--- config.mk ---
export PLATFORM = sky130hd
export DESIGN_NAME = reconstructor_dividendo
export DESIGN_NICKNAME = d
export VERILOG_FILES = /design/src/rtl/reconstructor_dividendo.sv
export SDC_FILE = /design/constraint.sdc
export NUM_CORES = 1
export LEC_CHECK = 0
export ABC_CLOCK_PERIOD_IN_PS = 4500
export CORE_MARGIN = 2
export CORE_UTILIZATION = 53
export CTS_CLUSTER_SIZE = 16
export DETAILED_ROUTE_END_ITERATION = 7
export PLACE_DENSITY = 0.78
export RECOVER_POWER = 50
export SLEW_MARGIN = 20
export SYNTH_ARGS = -nofsm -noshare
export SYNTH_HDL_FRONTEND = slang
export SYNTH_SLANG_ARGS = --single-unit
--- constraint.sdc ---
create_clock -name clk -period 4.5 [get_ports clk]
set_input_delay 0.9 -clock clk [delete_from_list [all_inputs] [get_ports clk]]
set_output_delay 0.9 -clock clk [all_outputs]
set_load 0.02 [all_outputs]
--- src/rtl/reconstructor_dividendo.sv ---
// Sequential dividend reconstructor: numerador = cociente*denominador + resto.
// Optional macro RECON_EARLY_EXIT_EN ends CALC once the remaining quotient is zero.
module reconstructor_dividendo #(
    parameter int SIZE = 32
) (
    input  logic            clk,
    input  logic            rst_n,
    input  logic            start,
    input  logic [SIZE-1:0] cociente,
    input  logic [SIZE-1:0] denominador,
    input  logic [SIZE-1:0] resto,
    output logic [SIZE-1:0] numerador,
    output logic            overflow,
    output logic            done,
    output logic            busy
);

    localparam int CW = $clog2(SIZE) + 1;

    typedef enum logic [1:0] {
        IDLE,
        CALC,
        DONE
    } state_t;

    state_t            state_q, state_d;
    logic [SIZE-1:0]   quo_q;
    logic [SIZE-1:0]   den_q;
    logic [2*SIZE-1:0] acc_q;
    logic [CW-1:0]     cnt_q;
    logic [SIZE-1:0]   num_q;
    logic              ovf_q;
    logic              done_q;
    logic [2*SIZE-1:0] addend;
    logic              calc_last;

`ifdef RECON_EARLY_EXIT_EN
    // Last CALC cycle when no set quotient bits remain after this shift
    assign calc_last = (quo_q[SIZE-1:1] == '0);
`else
    // Last CALC cycle after a fixed SIZE iterations
    assign calc_last = (cnt_q == CW'(SIZE - 1));
`endif

    // Partial product: divisor aligned to the current quotient bit weight
    always_comb begin
        addend = {{SIZE{1'b0}}, den_q} << cnt_q;
    end

    // State register
    always_ff @(posedge clk or negedge rst_n) begin
        if (!rst_n) begin
            state_q <= IDLE;
        end else begin
            state_q <= state_d;
        end
    end

    // Next-state logic
    always_comb begin
        state_d = state_q;
        unique case (state_q)
            IDLE:    if (start) state_d = CALC;
            CALC:    if (calc_last) state_d = DONE;
            DONE:    state_d = IDLE;
            default: state_d = IDLE;
        endcase
    end

    // Moore outputs from the current state
    always_comb begin
        busy = (state_q == CALC) || (state_q == DONE);
    end

    // Operand capture and shift-add iteration, LSB of quotient first
    always_ff @(posedge clk or negedge rst_n) begin
        if (!rst_n) begin
            quo_q <= '0;
            den_q <= '0;
            acc_q <= '0;
            cnt_q <= '0;
        end else if (state_q == IDLE && start) begin
            quo_q <= cociente;
            den_q <= denominador;
            acc_q <= {{SIZE{1'b0}}, resto};
            cnt_q <= '0;
        end else if (state_q == CALC) begin
            if (quo_q[0]) acc_q <= acc_q + addend;
            quo_q <= quo_q >> 1;
            cnt_q <= cnt_q + 1'b1;
        end
    end

    // Result registers: updated only in DONE, held otherwise
    always_ff @(posedge clk or negedge rst_n) begin
        if (!rst_n) begin
            num_q  <= '0;
            ovf_q  <= 1'b0;
            done_q <= 1'b0;
        end else begin
            done_q <= (state_q == DONE);
            if (state_q == DONE) begin
                num_q <= acc_q[SIZE-1:0];
                ovf_q <= |acc_q[2*SIZE-1:SIZE];
            end
        end
    end

    assign numerador = num_q;
    assign overflow  = ovf_q;
    assign done      = done_q;

endmodule

Word level (Yosys, flattened, before mapping) --
Cells that the tools add are included.
Word-level totals: input port bits 99, register bits 170, output and inout bits 35, word-level logic and storage cells 34
Cells by class: shift operators 1, $add $sub $neg 2, muxes and demuxes 10, eq/ne operators 5, reductions and logical operators 8
Operator list (number):
- $mux 64 | 3
- $add 64x64->64 | 1
- $mux 32 | 2
- $shl 32x6->64 | 1
- $reduce_or 32->1 | 1
- $mux 6 | 2
- $add 6x1->6 const B | 1
- $eq 6x5->1 const B | 1
- $mux 2 | 2
- $ne 2x2->1 const B | 2
- $pmux 2 s2 | 1
- $reduce_and 2->1 | 2
- $reduce_bool 2->1 | 2
- $eq 2x1->1 const B | 1
- $eq 2x2->1 const B | 1
- $logic_not 2->1 | 1
- $logic_and 1x1->1 | 1
- $logic_or 1x1->1 | 1

Depth between registers and ports, before layout --
Gate-level depths: netlist of run 1.
word-level depth 5, mapped depth 23, gate-level depth less buffers 20

Least setup slack after synthesis of run 1 --
OpenSTA, ideal clock, no wires.
path kind flip-flop to flip-flop, start point register cnt_q[0], end point register acc_q[61], arrival time 4.359 ns, required time 4.376 ns, cell stages (with the launch flop) 22, path slack 0.017 ns, path buffers 4, library setup time 0.124 ns, period minus slack after synthesis 4.483 ns, cells stage by stage dfrtp_1 buf_6 buf_2 buf_4 mux2_2 nor2_1 a21oi_1 mux2_2 o21ai_0 o221ai_1 ha_1 buf_2 and3_1 and4_1 and3_1 nand3_1 or4_1 o22ai_2 o221ai_2 o21ai_1 nand3_1 nor3b_1
On the way: word-level cells in the longest chain between the ends 5
Ends and longest elaborated chain:
- from (decl) | line 30 | logic [CW-1:0] cnt_q;
- from (signal assigned) | line 90 | cnt_q <= cnt_q + 1'b1;
- $shl 32x6->64 | line 47 | addend = {{SIZE{1'b0}}, den_q} << cnt_q;
- $add 64x64->64 | line 88 | if (quo_q[0]) acc_q <= acc_q + addend;
- $mux 64 | line 88
- $mux 64 | line 87 | end else if (state_q == CALC) begin
- $mux 64 | line 82 | end else if (state_q == IDLE && start) begin
- to (signal assigned) | line 85 | acc_q <= {{SIZE{1'b0}}, resto};
- to (signal assigned) | line 88
- to (decl) | line 29 | logic [2*SIZE-1:0] acc_q;
No other way between the ends. The select of a mux whose other input is x is not followed. A chain may end at the register's enable or synchronous reset.

Worst setup path after layout of run 1 --
start point register cnt_q[0], end point register acc_q[49]
Same word-level chain as after synthesis.

==> results of run 1 <==
per-stage QoR:
stage | cells | worst slack, ns
final | 2104 | 0.02009
after global routing | 2104 | -0.09756
after CTS | 2091 | -0.01747
after detailed placement | 2057 | -0.1515
after global placement | 2057 | -0.08633
after floorplan | 1539 | 0.01698
layout by cell type (no fill, tap or decap), types with 41 or more instances in the layout:
cell and instances:
o21ai_0 102, dfrtp_1 169, nand2_1 297, nor2_1 100, mux2_2 47, a21oi_1 115
buf_4 165, ha_1 55, xnor2_1 41, mux2i_1 62, clkdlybuf4s50_1 132
repair_timing:
action / in CTS / in global routing
pin swaps: 2 / 22
resized for setup: 22 / 142
buffers inserted: 2 / 11
gates cloned: 0 / 2
endpoints found under the setup margin: 16 / 40
layer usage:
metal	wire (µm)	vias to the layer above	track usage [%]
li1	-	5973	-
met1	17920	6097	42.08
met2	20210	440	52.70
met3	2345	72	5.091
met4	1118	0	9.050
met5	0	-	0
power groups by stage:
stage | clock (mW) | sequential (mW) | combinational [mW]
floorplan | 0 | 2.33 | 5.92
global placement | 0 | 2.50 | 9.43
detailed placement | 0 | 2.54 | 9.48
CTS | 1.64 | 2.51 | 9.71
global route | 1.71 | 2.60 | 11.7
finish | 1.62 | 2.54 | 10.9
state kept, by name, summed over array words and instances (netlist names):
signal / cells
acc_q: 64
cnt_q: 6
den_q: 32
done: 1
numerador: 32
overflow: 1
quo_q: 32
state_q: 2
area by class of cell:
class,instances,area share (%)
tap,324,2.393
timing repair buffer,308,16.20
multi-input combinational,1251,52.04
sequential,170,25.12
clock inverter,15,1.315
inverter,19,0.4210
clock buffer,17,2.511
kinds of logic (layout without fill, tap and decap cells):
group           Yosys count  count (layout)  synth area share, %
fa+ha+maj                69              69                6.757
flops                   170             170                33.01
compound gates          431             431                19.99
mux                     147             147                14.17
simple gates            541             541                18.12
buf+inv                 118             359                3.670
xor+xnor                 63              63                4.281
critical path, stage by stage, from the launching register on:
cell	delay, ns
dfrtp_2	0.41
buf_12	0.13
clkbuf_16	0.14
mux4_2	0.55
mux2i_4	0.19
mux2_2	0.21
o21ai_1	0.11
and2_1	0.22
ha_1	0.34
a21oi_2	0.17
o21ai_1	0.13
a221oi_2	0.30
o41ai_2	0.13
buf_4	0.17
a21oi_4	0.25
nor3_1	0.08
a31o_2	0.28
a311oi_2	0.28
xor2_1	0.20
o21ai_1	0.07
worst max path at each step:
stage	from	end	slack, ns	depth (start not counted)
2_1_floorplan	cnt_q[0]	acc_q[61]	0.02	21
3_3_place_gp	cnt_q[0]	acc_q[39]	-0.09	18
3_5_place_dp	cnt_q[0]	acc_q[62]	-0.15	17
4_1_cts	cnt_q[0]	acc_q[60]	-0.02	20
5_1_grt	cnt_q[0]	acc_q[49]	-0.1	21
6_report	cnt_q[0]	acc_q[49]	0.02	19
==> results.md, run 1 <==
* Outcome: complete, but fails checks
* Failing checks: max-capacitance violations, max-slew violations
* RSZ-0062 raised after global routing: yes
* Core Util, Final at 70.28%
* Fin. Hold Viols at 0
* Worst hold path class: register to register
* Worst Hold Launch: numerador[24]
* Mapped Area at 12,890 µm²
* CTS Buf Count at 17
* Die Y at 159.9 µm
* R2R Path End: acc_q[49]
* I/O pins at 134
* Layout cells sized above 1 at 23.09%
* DR WL/cell at 19.77 µm
* Cell Area, Placed at 15,500 µm²
* ANT nets after route at 0
* Initial Utilization at 53.47%
* Worst-path fanout max at 5
* Multi-input logic area at 8816 µm²
* Clk_lat worst skew at 0.45 ns
* Synthesis-stage register bit count at 170
* Syn Inst Count at 1,539
* Gpl congestion at 0.9962
* Worst-Margin Slew at 2.098 ns
* Startpoint Class: register
* Sw frac at 47.78%
* WP data required at 4.83 ns
* Total power at 15.03 mW
* Area leader, netlist: dfrtp_1
* Synth area leaders: dfrtp_1 (33%), nand2_1 (8.8%), ha_1 (6.6%)
* Distinct cells, synth at 66
* FMAX at 0.2232 GHz
* Hold_ws at 0.5090 ns
* Final wirelength at 41,590 µm
* Worst Clk Skew at 0.01857 ns
* Largest net degree at the start of global routing at 90
* Max Cap Viol at 2
* Via density per instance at 5.980
* Synthesis-to-finish area growth at 31.44%
* DRT iter0 DRCs at 1,034
* Vias in the first global route at 12,020
* EDFF count, synth at 0
* Hold buffer count at CTS at 0
* Total grt overflow at 0
* Hold depth at 1
* Pwr dens at 887.2 nW/µm²
* Via count at 12,580
* P_sw at 7.181 mW
* Worst-case clock buffer depth at 2
* Setup TNS at 0 ns
* Share of the synthesized area in the top cell type at 33.01%
* Combinational Power Share at 72.3%
* Initial antenna violation count at 0
* CTS tree: yes
* CP endpoint kind: register
* Final Setup Violations at 0
* Fill count at 1,959
* Sink Count at 170
* Static Leak at 7.478 nW
* Total track usage at 31.37%
* Die area at 25,580 µm²
* Worst IR Drop VDD at 459.0 µV
* Tcrit/Tclk final at 99.55%
* Hold Crit Endpoint: numerador[24]
* CTS H-tree lvls at 4
* Most frequent cell after synthesis: nand2_1
* Most frequent cells after synthesis: nand2_1 (303), dfrtp_1 (170), a21oi_1 (143)
* Post-route DRC at 0
* Arrival time worst endpoint at 4.81 ns
* Mapped Nets at 1,707
* Worst r2r path cells at 19
* Sequential Area at 4255 µm²
* DRT Pass-1 Iters at 6
* Synthesis Warnings at 0
* Kind of critical path: register to register
* R2R Setup Slk at 0.02 ns
* Reg power frac at 16.9%
* Finished Cell Area at 16,940 µm²
* Sequential share of the synthesized area at 33.01%
* DP HPWL at 30,840 µm
* First-pass GRT wire length at 63,830 µm
* Avg Inst Size Synth at 8.375 µm²
* P_int at 7.849 mW
* Die X at 159.9 µm
* CTS Root Cell: clkbuf_16
* R2r startpoint: cnt_q[0]
* Clock power frac at 10.8%
* Async set-reset flop share out of synthesis at 100.0%
* Clock-pin slew on the worst setup and hold paths at 0.09 ns
* NumNets Final at 1,935
* # diodes at 0
* Tmin final at 4.480 ns
* Core area at 24,110 µm²
* IO Port Bufs at 133
* Ys flop type: dfrtp_1
* Worst slew margin at -39.87%
* Max-slew violations at 119
* Site Rows at 57
(Power assumes the default switching activity.)
==> run 2, diff against run 1 <==
CTS_CLUSTER_DIAMETER = 200   (was not set)
==> results of run 2 <==
No change in the layout: final DEF, timing and power equal those of run 1.
